===== src/rtl/addsub_pkg.sv =====
// ---------------------------------------------------------------------------
// addsub_pkg
// Shared definitions for the addsub issue stage: datapath width, operation
// encodings and the layout of one result entry held in the output FIFO.
// ---------------------------------------------------------------------------
package addsub_pkg;

    localparam int WIDTH = 32;

    typedef enum logic [2:0] {
        OP_ADD     = 3'b000,
        OP_SUB     = 3'b001,
        OP_ACC_ADD = 3'b010,
        OP_ACC_SUB = 3'b011,
        OP_LOAD    = 3'b100
    } op_t;

    // One completed operation: result plus carry, overflow, zero and
    // illegal-opcode flags.
    typedef struct packed {
        logic [WIDTH-1:0] res;
        logic             c;
        logic             v;
        logic             z;
        logic             err;
    } result_t;

endpackage


===== src/rtl/addsub.sv =====
// ---------------------------------------------------------------------------
// addsub
// Combinational 32-bit adder/subtractor, modulo 2^32.
// Ports:
//   a, b  in  operands
//   sub   in  1 = a - b, 0 = a + b
//   sum   out result
// ---------------------------------------------------------------------------
module addsub
    import addsub_pkg::*;
(
    input  logic [WIDTH-1:0] a,
    input  logic [WIDTH-1:0] b,
    input  logic             sub,
    output logic [WIDTH-1:0] sum
);

    assign sum = sub ? (a - b) : (a + b);

endmodule


===== src/rtl/addsub_pipe.sv =====
// ---------------------------------------------------------------------------
// addsub_pipe
// Registered issue stage in front of the combinational addsub unit. Requests
// are latched into an operand register (S1), evaluated against the running
// accumulator where needed, and the result plus flags is pushed into a small
// output FIFO drained over a valid/ready interface.
// Ports:
//   clk, rst                 clock, asynchronous active-high reset
//   in_valid/in_ready        request handshake
//   in_op, in_a, in_b        operation code and operands
//   out_valid/out_ready      result handshake (FIFO head)
//   out_res, out_c, out_v,   result, carry (no-borrow on subtract),
//   out_z, out_err           signed overflow, zero, illegal opcode
// ---------------------------------------------------------------------------
module addsub_pipe
    import addsub_pkg::*;
#(
    parameter int OUT_DEPTH = 2
) (
    input  logic             clk,
    input  logic             rst,
    input  logic             in_valid,
    output logic             in_ready,
    input  logic [2:0]       in_op,
    input  logic [WIDTH-1:0] in_a,
    input  logic [WIDTH-1:0] in_b,
    output logic             out_valid,
    input  logic             out_ready,
    output logic [WIDTH-1:0] out_res,
    output logic             out_c,
    output logic             out_v,
    output logic             out_z,
    output logic             out_err
);

    localparam int PTR_W = $clog2(OUT_DEPTH);
    localparam int CNT_W = PTR_W + 1;
    localparam logic [CNT_W-1:0] DEPTH = CNT_W'(OUT_DEPTH);

    logic             s1_valid;
    logic [2:0]       s1_op;
    logic [WIDTH-1:0] s1_a;
    logic [WIDTH-1:0] s1_b;
    logic [WIDTH-1:0] acc;

    result_t          fifo_mem [OUT_DEPTH];
    logic [PTR_W-1:0] rd_ptr;
    logic [PTR_W-1:0] wr_ptr;
    logic [CNT_W-1:0] count;

    logic             xfer;
    logic             accept;
    logic             pop;
    logic             is_acc;
    logic             do_sub;
    logic [WIDTH-1:0] op_a;
    logic [WIDTH-1:0] b_eff;
    logic [WIDTH-1:0] sum;
    logic             carry;
    logic             ovf;
    logic             acc_wr;
    result_t          entry;
    result_t          shown;

    // Space is judged on the count at the start of the cycle, so a pop on a
    // full FIFO only frees a slot for the following cycle. This also keeps
    // out_ready off the combinational path into in_ready.
    assign xfer     = s1_valid && (count < DEPTH);
    assign in_ready = !rst && (!s1_valid || xfer);
    assign accept   = in_valid && in_ready;
    assign pop      = out_valid && out_ready;

    assign is_acc = (s1_op == OP_ACC_ADD) || (s1_op == OP_ACC_SUB);
    assign do_sub = s1_op[0];
    assign op_a   = is_acc ? acc : s1_a;
    assign b_eff  = do_sub ? ~s1_b : s1_b;

    addsub u_addsub (
        .a   (op_a),
        .b   (s1_b),
        .sub (do_sub),
        .sum (sum)
    );

    // Carry out of the MSB recovered from the sum: when the top operand bits
    // match, they alone decide the carry; otherwise the carry into bit 31
    // propagates, and that carry is the inverse of sum[31].
    assign carry = (op_a[WIDTH-1] & b_eff[WIDTH-1]) |
                   ((op_a[WIDTH-1] ^ b_eff[WIDTH-1]) & ~sum[WIDTH-1]);
    assign ovf   = (op_a[WIDTH-1] == b_eff[WIDTH-1]) &&
                   (sum[WIDTH-1] != op_a[WIDTH-1]);

    // Build the entry for whatever S1 holds; illegal codes yield a zero
    // result with only err (and z) set, and leave the accumulator alone.
    always_comb begin
        entry  = '0;
        acc_wr = 1'b0;
        case (s1_op)
            OP_ADD, OP_SUB, OP_ACC_ADD, OP_ACC_SUB: begin
                entry.res = sum;
                entry.c   = carry;
                entry.v   = ovf;
                acc_wr    = is_acc;
            end
            OP_LOAD: begin
                entry.res = s1_b;
                acc_wr    = 1'b1;
            end
            default: begin
                entry.err = 1'b1;
            end
        endcase
        entry.z = (entry.res == '0);
    end

    // Operand register, accumulator and FIFO bookkeeping. The accumulator
    // only moves when its producing op leaves S1, so a following ACC op
    // already sees the new value on the next cycle.
    always_ff @(posedge clk or posedge rst) begin
        if (rst) begin
            s1_valid <= 1'b0;
            s1_op    <= '0;
            s1_a     <= '0;
            s1_b     <= '0;
            acc      <= '0;
            rd_ptr   <= '0;
            wr_ptr   <= '0;
            count    <= '0;
        end else begin
            if (accept) begin
                s1_valid <= 1'b1;
                s1_op    <= in_op;
                s1_a     <= in_a;
                s1_b     <= in_b;
            end else if (xfer) begin
                s1_valid <= 1'b0;
            end

            if (xfer && acc_wr) begin
                acc <= entry.res;
            end

            if (xfer) begin
                wr_ptr <= wr_ptr + PTR_W'(1);
            end
            if (pop) begin
                rd_ptr <= rd_ptr + PTR_W'(1);
            end

            case ({xfer, pop})
                2'b10:   count <= count + CNT_W'(1);
                2'b01:   count <= count - CNT_W'(1);
                default: count <= count;
            endcase
        end
    end

    // Storage needs no reset: entries are only visible through count.
    always_ff @(posedge clk) begin
        if (xfer) begin
            fifo_mem[wr_ptr] <= entry;
        end
    end

    // Outputs are forced to zero while the FIFO is empty so that reset and
    // idle present a clean all-zero head.
    assign out_valid = (count != '0);
    assign shown     = out_valid ? fifo_mem[rd_ptr] : '0;
    assign out_res   = shown.res;
    assign out_c     = shown.c;
    assign out_v     = shown.v;
    assign out_z     = shown.z;
    assign out_err   = shown.err;

endmodule


===== config.mk =====
export PLATFORM = sky130hd
export DESIGN_NAME = addsub_pipe
export DESIGN_NICKNAME = d
export VERILOG_FILES = /design/src/rtl/addsub_pkg.sv /design/src/rtl/addsub.sv /design/src/rtl/addsub_pipe.sv
export SDC_FILE = /design/constraint.sdc
export NUM_CORES = 1
export LEC_CHECK = 0
export BUFFER_PORTS_ARGS = -buffer_cell sky130_fd_sc_hd__buf_2
export CAP_MARGIN = 20
export CORE_ASPECT_RATIO = 1.4
export CORE_UTILIZATION = 55
export DETAILED_ROUTE_END_ITERATION = 6
export MAX_ROUTING_LAYER = met4
export PLACE_DENSITY = 0.76
export SETUP_SLACK_MARGIN = 0.5
export SLEW_MARGIN = 0
export SYNTH_ARGS = -nofsm -noshare
export SYNTH_HDL_FRONTEND = slang
export SYNTH_SLANG_ARGS = --single-unit

===== constraint.sdc =====
create_clock -name clk -period 5.31 [get_ports clk]
set_input_delay 0.2655 -clock clk [delete_from_list [all_inputs] [get_ports clk]]
set_output_delay 0.2655 -clock clk [all_outputs]
set_load 0.03 [all_outputs]

==> results by group, run 1 <==
Run status
  • Status: completed

Finish
  • Filler cells: 1,400
  • Area growth syn-to-layout: 19.8%
  • Final Net Count: 1,125
  • Design area: 11,800 µm²
  • # diodes: 0
  • Final core occ: 67.7%
  • Layout cells sized above 1: 37.5%

Clock tree
  • TritonCTS Buffers: 17
  • CTS clock-pin slew for the worst setup and hold paths: 0.07 ns
  • Max H-tree Level: 4
  • Clk sink count: 176
  • Clk_lat worst skew: 0.43 ns
  • CTS max path bufs: 2
  • CTS tree: done
  • CTS root buffer: clkbuf_16

Placed design
  • Final GP Congestion: 1.02
  • Port buffer count: 108
  • DP Wirelength: 17,300 µm
  • Post-DP Area: 10,700 µm²

Timing
  • Final setup vio count: 0
  • Slew Viols, Final: 0
  • Worst Hold Slack: 0.0596 ns
  • Worst rel slew slack: 30.2%
  • F_max: 214 MHz
  • RSZ-0062 raised after global routing: false
  • Final Cycle Share: 88.0%
  • Final Hold Fails: 0
  • Period minus WS final: 4.67 ns
  • Clock Skew: 0.00953 ns
  • Worst-Margin Slew: 1.05 ns
  • Setup tns final: 0 ns

Min path
  • Worst min path class: in2reg

Die
  • Die height: 160 µm
  • Initial Util: 56.5%
  • Die area: 18,400 µm²
  • Die width: 115 µm
  • Boundary Pins: 109
  • Core box area: 17,400 µm²
  • # rows: 57

Yosys
  • Yosys Warn Count: 0
  • Yosys reg bits: 176
  • Leading cell types by total area after synthesis: dfrtp_1, edfxtp_1, mux2_2, xnor2_1, ha_1
  • Synthesized area: 9840 µm²
  • Most numerous cell in the Yosys netlist: mux2_2
  • Synth Instances: 893
  • Post-synth EDFFs: 72
  • Commonest cells post-synth: mux2_2, dfrtp_1, nor2_1
  • Synth Area per Inst: 11.0 µm²
  • Ys async rst share: 59.1%
  • Synth area leader: dfrtp_1
  • Share of the synthesized area in the top cell type: 26.5%
  • Netlist cell types: 64
  • Syn Nets: 999
  • Sequential element share of the synthesized area: 48.4%
  • Primary FF master, synth: dfrtp_1

Drt
  • Drt via density: 5.85
  • 1st-iter DRT viols: 641
  • Post-route DRC violation count: 0
  • Routed WL: 23,600 µm
  • Vias: 7,417
  • Count of antenna-violating nets left after detailed routing: 0
  • DRT Pass-1 Iters: 5
  • Drt wl/cell: 18.7 µm

GRT
  • Grt total ovfl: 0
  • Gr usage total: 27.8%
  • Number of global-route vias before repair: 7,262
  • Largest net degree at the start of global routing: 64
  • Number of antenna violations at the first check in global routing: 0
  • First-pass GRT wire length: 37,600 µm

Worst setup path
  • Critical Path AT: 4.93 ns
  • Crit. End Element: flip-flop
  • CP peak stage delay: 0.56 ns
  • Critical Path RT: 5.56 ns
  • Cell-by-cell listing of the critical path: nor2b_4 -> buf_6 -> mux2_2 -> fa_1 -> a21o_1 -> a221o_2 -> a31oi_2 -> o21ai_1 -> a41oi_2 -> xor2_1 -> o21ai_0 -> or4_1 -> or4_4 -> nor4_4
  • Crit Path Class: reg2reg
  • Worst setup SP type: flip-flop
  • Slowest cell on crit path: or4_1
  • CP Max Fanout: 11

Run
  • Max Cap Violations: 0
cell usage in the layout (no fill, tap or decap), drive strengths merged, types with 3 or more instances in the layout:
cell	netlist	layout
a21o	7	7
a21oi	54	54
a221oi	5	5
a22o	3	3
a22oi	5	5
a31oi	8	8
and2	5	5
and3	4	4
buf	9	147
clkbuf	32	21
clkinv	1	5
clkinvlp	0	3
dfrtp	104	104
edfxtp	72	72
ha	34	34
inv	27	30
mux2	121	121
mux2i	39	39
nand2	67	67
nand3	14	14
nand4	3	3
nor2	93	93
nor2b	3	3
nor3	14	14
nor3b	4	4
nor4	9	9
o21a	3	3
o21ai	44	44
o21bai	5	5
or3	6	6
or4	6	6
xnor2	49	49
xor2	14	14
timing repair:
item	CTS	global route
resized for setup	24	71
pin swaps	2	21
setup buffers	4	14
hold buffers	1	0
setup endpoints to repair	6	10
endpoints found under the hold margin	41	0
critical path, delay by kind of cell, from the launching register on:
kind / cells / cell delay (ns)
multiplexers: 1 / 0.38
AO/OA/AOI/OAI: 6 / 1.49
flip-flops: 1 / 0.38
XOR/XNOR: 1 / 0.16
buffers and inverters: 1 / 0.18
AND/OR/NAND/NOR: 4 / 1.41
adder cells (fa/ha/maj): 1 / 0.48
routing by layer:
metal / up-vias / global-route usage, % / share of wire (%)
met2: 298 / 42.3 / 48
met3: 54 / 4.67 / 5.6
met4: 0 / 10.8 / 3.1
met5: - / - / 0
li1: 3481 / - / -
met1: 3584 / 37.0 / 43
final cells by class:
type                            count  area [µm²]  share of cell area (%)
Sequential cell                   176        4770                    40.5
Timing Repair Buffer              148         847                    7.19
Clock buffer                       21         450                    3.82
Clock inverter                     11         105                   0.892
Inverter                           28         108                   0.913
Multi-Input combinational cell    648        5200                    44.1
Tap cell                          236         295                    2.51
worst paths after layout:
path | start | to | slack, ns | cells after the start
worst max register to register | s1_op[1] | fifo_mem[0][1] | 0.64 | 14
worst min-delay path | in_b[24] | s1_b[24] | 0.06 | 2
max in group asynchronous | rst | s1_b[18] | 3.63 | 4
min in group asynchronous | rst | count[1] | 0.44 | 3
worst max-delay path | s1_op[1] | fifo_mem[0][1] | 0.64 | 14
worst min register to register | acc[25] | acc[25] | 0.47 | 2
per-stage QoR:
| step | cells | worst slack (ns) |
|---|---|---|
| 2_1_floorplan | 893 | 0.545 |
| 3_3_place_gp | 1217 | 0.235 |
| 3_5_place_dp | 1217 | 0.168 |
| 4_1_cts | 1254 | 0.500 |
| 5_1_grt | 1268 | 0.470 |
| 6_report | 1268 | 0.635 |
logic make-up (layout without fill, tap and decap cells):
family                     count (synthesis)  count (layout)  synth area share (%)
and+or+nand+nor                          237             237                  11.2
DFF                                      176             176                  48.4
muxes                                    160             160                  17.8
AOI/OAI and AO/OA                        153             153                  9.78
buffers and inverters                     69             208                  2.66
xor gates and xnor gates                  63              63                  5.61
adders and majority gates                 35              35                  4.53
sequential cells by signal, indices dropped and copies added (netlist names), 2 cells and up:
signal and cells:
count 2, fifo_mem 72, acc 32, s1_op 3, s1_b 32, s1_a 32
Power of run 1 is left out: the tool's default activity adds up to more than one toggle a clock period on the data nets, which glitch-free logic cannot reach.
==> inputs of run 2 (changes only) <==
- ABC_AREA: not set -> 1
- BUFFER_PORTS_ARGS: -buffer_cell sky130_fd_sc_hd__buf_2 -> not set
- DONT_BUFFER_PORTS: not set -> 1
- PLACE_DENSITY: 0.76 -> 0.7
==> results by group, run 2 <==
Run status
  • Status: finished, violations left
  • Failing checks: negative hold slack

GRT
  • Largest net degree at the start of global routing: 67
  • Grt total ovfl: 0
  • Gr usage total: 32.1%
  • Number of global-route vias before repair: 9,098
  • First-pass GRT wire length: 47,200 µm
  • Number of antenna violations at the first check in global routing: 0

Yosys
  • Synth Instances: 1,440
  • Ys async rst share: 59.1%
  • Yosys Warn Count: 0
  • Commonest cells post-synth: nand2_1, inv_1, nor2_1
  • Most numerous cell in the Yosys netlist: nand2_1
  • Syn Nets: 1,546
  • Synthesized area: 10,700 µm²
  • Sequential element share of the synthesized area: 44.4%
  • Primary FF master, synth: dfrtp_1
  • Synth Area per Inst: 7.46 µm²
  • Synth area leader: dfrtp_1
  • Post-synth EDFFs: 72
  • Leading cell types by total area after synthesis: dfrtp_1, edfxtp_1, nand2_1, inv_1, a21oi_1
  • Yosys reg bits: 176
  • Share of the synthesized area in the top cell type: 24.2%
  • Netlist cell types: 42

Timing
  • Final Hold Fails: 1
  • Worst Hold Slack: -0.00139 ns
  • Setup tns final: 0 ns
  • RSZ-0062 raised after global routing: false
  • Slew Viols, Final: 0
  • Worst-Margin Slew: 1.12 ns
  • Final Cycle Share: 85.2%
  • Period minus WS final: 4.52 ns
  • Final setup vio count: 0
  • Clock Skew: 0.0106 ns
  • F_max: 221 MHz
  • Worst rel slew slack: 24.9%

Drt
  • Count of antenna-violating nets left after detailed routing: 0
  • DRT Pass-1 Iters: 5
  • Vias: 9,374
  • Drt via density: 5.35
  • Drt wl/cell: 17.1 µm
  • Post-route DRC violation count: 0
  • 1st-iter DRT viols: 655
  • Routed WL: 30,000 µm

Finish
  • Max reg flops: 72
  • Final std cells w/o fill: 1,751
  • Layout cells sized above 1: 6.65%
  • Filler cells: 1,721
  • Final core occ: 63.9%
  • # diodes: 0
  • Final Net Count: 1,596
  • Commonest non-fill, non-tap cells in the layout: nand2_1, inv_1, nor2_1
  • Area growth syn-to-layout: 13.8%
  • Biggest register: fifo_mem
  • Commonest non-fill, non-tap cell in the layout: nand2_1

Clock tree
  • CTS root buffer: clkbuf_16
  • TritonCTS Buffers: 17
  • Clk_lat worst skew: 0.45 ns
  • CTS tree: done
  • Max H-tree Level: 4
  • CTS clock-pin slew for the worst setup and hold paths: 0.07 ns
  • CTS max path bufs: 2
  • Clk sink count: 176

Worst setup path
  • Worst setup path endpoint: fifo_mem[1][1]
  • Critical Path AT: 4.81 ns
  • Crit. End Element: flip-flop
  • R2r worst-path depth: 23
  • FF-to-FF Start: s1_b[0]
  • CP Max Fanout: 5
  • Reg2reg end: fifo_mem[1][1]
  • R2r setup slk: 0.79 ns
  • Critical Path RT: 5.60 ns
  • Setup crit start: s1_b[0]
  • Worst setup SP type: flip-flop
  • Crit Path Class: reg2reg

Die
  • Die area: 20,100 µm²
  • Core box area: 19,100 µm²
  • Initial Util: 56.1%
  • # rows: 60
  • Die height: 167 µm
  • Boundary Pins: 109
  • Die width: 120 µm

Placed design
  • Cells after DPL: 1,657
  • DP Wirelength: 22,600 µm
  • Final GP Congestion: 0.930
  • Port buffer count: 0

Min path
  • Worst min path class: in2reg
  • WHS Path Cells: 2

Run
  • Max Cap Violations: 0
## run 2: final cells by class
type	instances	area, µm²	area share [%]
clock buffer	17	425	3.48
tap	248	310	2.54
sequential	176	4760	39.0
clock inverter	15	170	1.39
timing repair buffer	75	718	5.87
inverter	230	868	7.10
multi-input combinational	990	4970	40.7
## run 2: cells by family (layout without fill, tap and decap cells)
logic type               count (synthesis)  after routing  share of synthesized area (%)
AO/OA/AOI/OAI                          210            210                           10.2
XOR/XNOR                                34             34                           2.77
adder cells (fa/ha/maj)                 35             35                           4.15
buffers and inverters                  274            337                           9.73
flip-flops                             176            176                           44.4
multiplexers                            36             36                           3.77
AND/OR/NAND/NOR                        675            675                           25.0
## run 2: stage by stage
stage	hold WS (ns)	setup WS (ns)	cell area, µm²
2_1_floorplan	0.416	2.03	10700
3_3_place_gp	0.191	0.675	11000
3_5_place_dp	0.199	0.691	11000
4_1_cts	0.00123	0.652	12200
5_1_grt	0.0169	0.500	12200
6_report	-0.00139	0.787	12200
## run 2: timing repair
item | in CTS | in global routing
hold buffers | 62 | 0
setup endpoints to repair | 0 | 4
resized for setup | 0 | 5
setup buffers | 0 | 0
hold endpoints to repair | 99 | 0
## run 2: per-layer routing
metal	wire length, µm	share of wire [%]	GRT usage [%]	vias to the layer above
met4	987	3.3	13.2	0
li1	-	-	-	4648
met5	0	0	-	-
met2	14600	49	52.5	283
met1	13100	44	40.3	4380
met3	1290	4.3	3.71	63
## run 2: worst max-delay path, stage by stage (launching register included)
cell and delay, ns:
dfrtp_1 0.40, inv_1 0.15, ha_1 0.20, nand3_1 0.14
nor2_1 0.17, nand3_1 0.20, nor2_2 0.23, a21oi_1 0.13
nor2_1 0.21, o21ai_1 0.14, xor2_1 0.20, ha_1 0.39
nand2_1 0.13, nor2_1 0.21, and2_1 0.23, and2_0 0.21
nand2_1 0.19, a21oi_1 0.19, nor2_1 0.07, nor2_2 0.15
nand2_1 0.07, nor2_1 0.11, nand3_1 0.08, nor2_1 0.14
## run 2: worst min path at each step
stage / end / slack [ns] / start
final: s1_b[29] / -0.001 / in_b[29]
after global routing: s1_b[29] / 0.02 / in_b[29]
after CTS: s1_b[29] / 0.001 / in_b[29]
after detailed placement: s1_valid / 0.20 / rst
after global placement: acc[21] / 0.19 / rst
after floorplan: s1_a[10] / 0.42 / in_a[10]
Power of run 2 is left out for the same reason.
==> inputs of run 3 (changes only) <==
- GPL_TIMING_DRIVEN: not set -> 0
==> results by group, run 3 (synthesized netlist as in run 2, its figures left out) <==
Drt
  • Routed WL: 31,600 µm
  • Post-route DRC violation count: 0
  • DRT Pass-1 Iters: 6
  • Drt via density: 5.37
  • Vias: 9,575
  • Drt wl/cell: 17.7 µm
  • 1st-iter DRT viols: 780
  • Count of antenna-violating nets left after detailed routing: 0

Timing
  • F_max: 222 MHz
  • Final worst setup slack: 0.814 ns
  • Slew Viols, Final: 0
  • Final Cycle Share: 84.7%
  • Setup tns final: 0 ns
  • Period minus WS final: 4.50 ns
  • Final setup vio count: 0
  • Worst-Margin Slew: 0.819 ns
  • Worst rel slew slack: 45.2%
  • Worst Hold Slack: -0.00282 ns
  • RSZ-0062 raised after global routing: false
  • Final Hold Fails: 1
  • Clock Skew: 0.0135 ns

GRT
  • Largest net degree at the start of global routing: 60
  • Number of global-route vias before repair: 9,564
  • Number of antenna violations at the first check in global routing: 0
  • First-pass GRT wire length: 50,300 µm
  • Grt total ovfl: 0
  • Gr usage total: 34.3%

Finish
  • FF/Latch Area: 4760 µm²
  • Layout cells sized above 1: 6.19%
  • Commonest non-fill, non-tap cell in the layout: nand2_1
  • Area of the multi-input gates: 4960 µm²
  • Biggest register: fifo_mem
  • Filler cells: 1,761
  • Final core occ: 64.4%
  • Area growth syn-to-layout: 14.8%
  • Final Net Count: 1,628
  • # diodes: 0
  • Max reg flops: 72
  • Commonest non-fill, non-tap cells in the layout: nand2_1, inv_1, nor2_1

Worst setup path
  • Critical Path Most Common Cell: nand2_1
  • Critical Path AT: 4.78 ns
  • Worst setup SP type: flip-flop
  • Cell-by-cell listing of the critical path: inv_2 -> nand2_2 -> buf_4 -> clkbuf_1 -> nand2_1 -> o21ai_0 -> ha_1 -> inv_1 -> fa_1 -> nand3_1 -> nand3_1 -> nand2_1 -> nand2_1 -> nand2_1 -> nand2_1 -> nand2_1 -> nand3_1 -> nand2_1 -> nor2_1 -> nor2_2 -> nand2_1 -> nor2_1 -> nand3_1 -> nor2_1
  • CP Max Fanout: 10
  • Top Family by Delay on Critical Path: simple AND/OR/NAND/NOR gates
  • Crit. End Element: flip-flop
  • CP peak stage delay: 0.58 ns
  • Critical Path RT: 5.60 ns
  • Crit Path Class: reg2reg
  • CP bufs+invs: 4
  • Slowest cell on crit path: clkbuf_1

Run status
  • Failing checks: negative hold slack
  • Status: finished, violations left

Min path
  • Worst min path class: in2reg

Placed design
  • DP Wirelength: 24,700 µm
  • Placement Setup Slack: 0.894 ns
  • Port buffer count: 0
  • Final GP Congestion: 0.948

Die
  • Core box area: 19,100 µm²
  • Die height: 167 µm
  • Initial Util: 56.1%
  • Boundary Pins: 109
  • # rows: 60
  • Die width: 120 µm
  • Die area: 20,100 µm²

Clock tree
  • Clk sink count: 176
  • CTS clock-pin slew for the worst setup and hold paths: 0.08 ns
  • CTS root buffer: clkbuf_16
  • Clk_lat worst skew: 0.45 ns
  • Post-CTS Setup Inserts: 0
  • Max H-tree Level: 4
  • CTS max path bufs: 2
  • TritonCTS Buffers: 17
  • CTS tree: done

Run
  • Max Cap Violations: 0
-- run 3: repair_timing --
action / CTS / global route
endpoints found under the setup margin: 0 / 4
hold buffers: 60 / 0
gates resized for setup: 0 / 3
hold endpoints to repair: 104 / 0
-- run 3: routing by layer --
metal,share of wire (%),up-vias,track usage [%]
met3,4.4,71,3.17
met4,3.8,0,15.1
met1,42,4492,42.6
met5,0,-,-
met2,49,285,56.6
li1,-,4727,-
-- run 3: cell type report --
type	count	share of cell area [%]
inverter	230	7.02
clock buffer	17	3.45
sequential	176	38.6
tap	248	2.52
buffer	44	1.47
timing repair buffer	63	5.42
multi-input combinational	990	40.2
clock inverter	15	1.28
-- run 3: path summary, 6_finish.rpt --
check | start | cells after the start | slack (ns) | to
max in group asynchronous | rst | 3 | 4.20 | s1_op[2]
min in group asynchronous | rst | 2 | 0.37 | rd_ptr
setup / recovery | s1_op[2] | 24 | 0.81 | fifo_mem[1][1]
hold / removal | in_b[29] | 2 | -0.003 | s1_b[29]
hold reg to reg | acc[0] | 2 | 0.48 | acc[0]
setup reg to reg | s1_op[2] | 24 | 0.81 | fifo_mem[1][1]
-- run 3: per-stage QoR --
step / std cells / cell area [µm²] / hold slack [ns]
floorplan: 1440 / 10700 / 0.416
global placement: 1688 / 11100 / 0.417
detailed placement: 1691 / 11100 / 0.241
CTS: 1783 / 12300 / 0.00228
global route: 1783 / 12300 / 0.00257
finish: 1783 / 12300 / -0.00282
Power of run 3 is left out for the same reason.
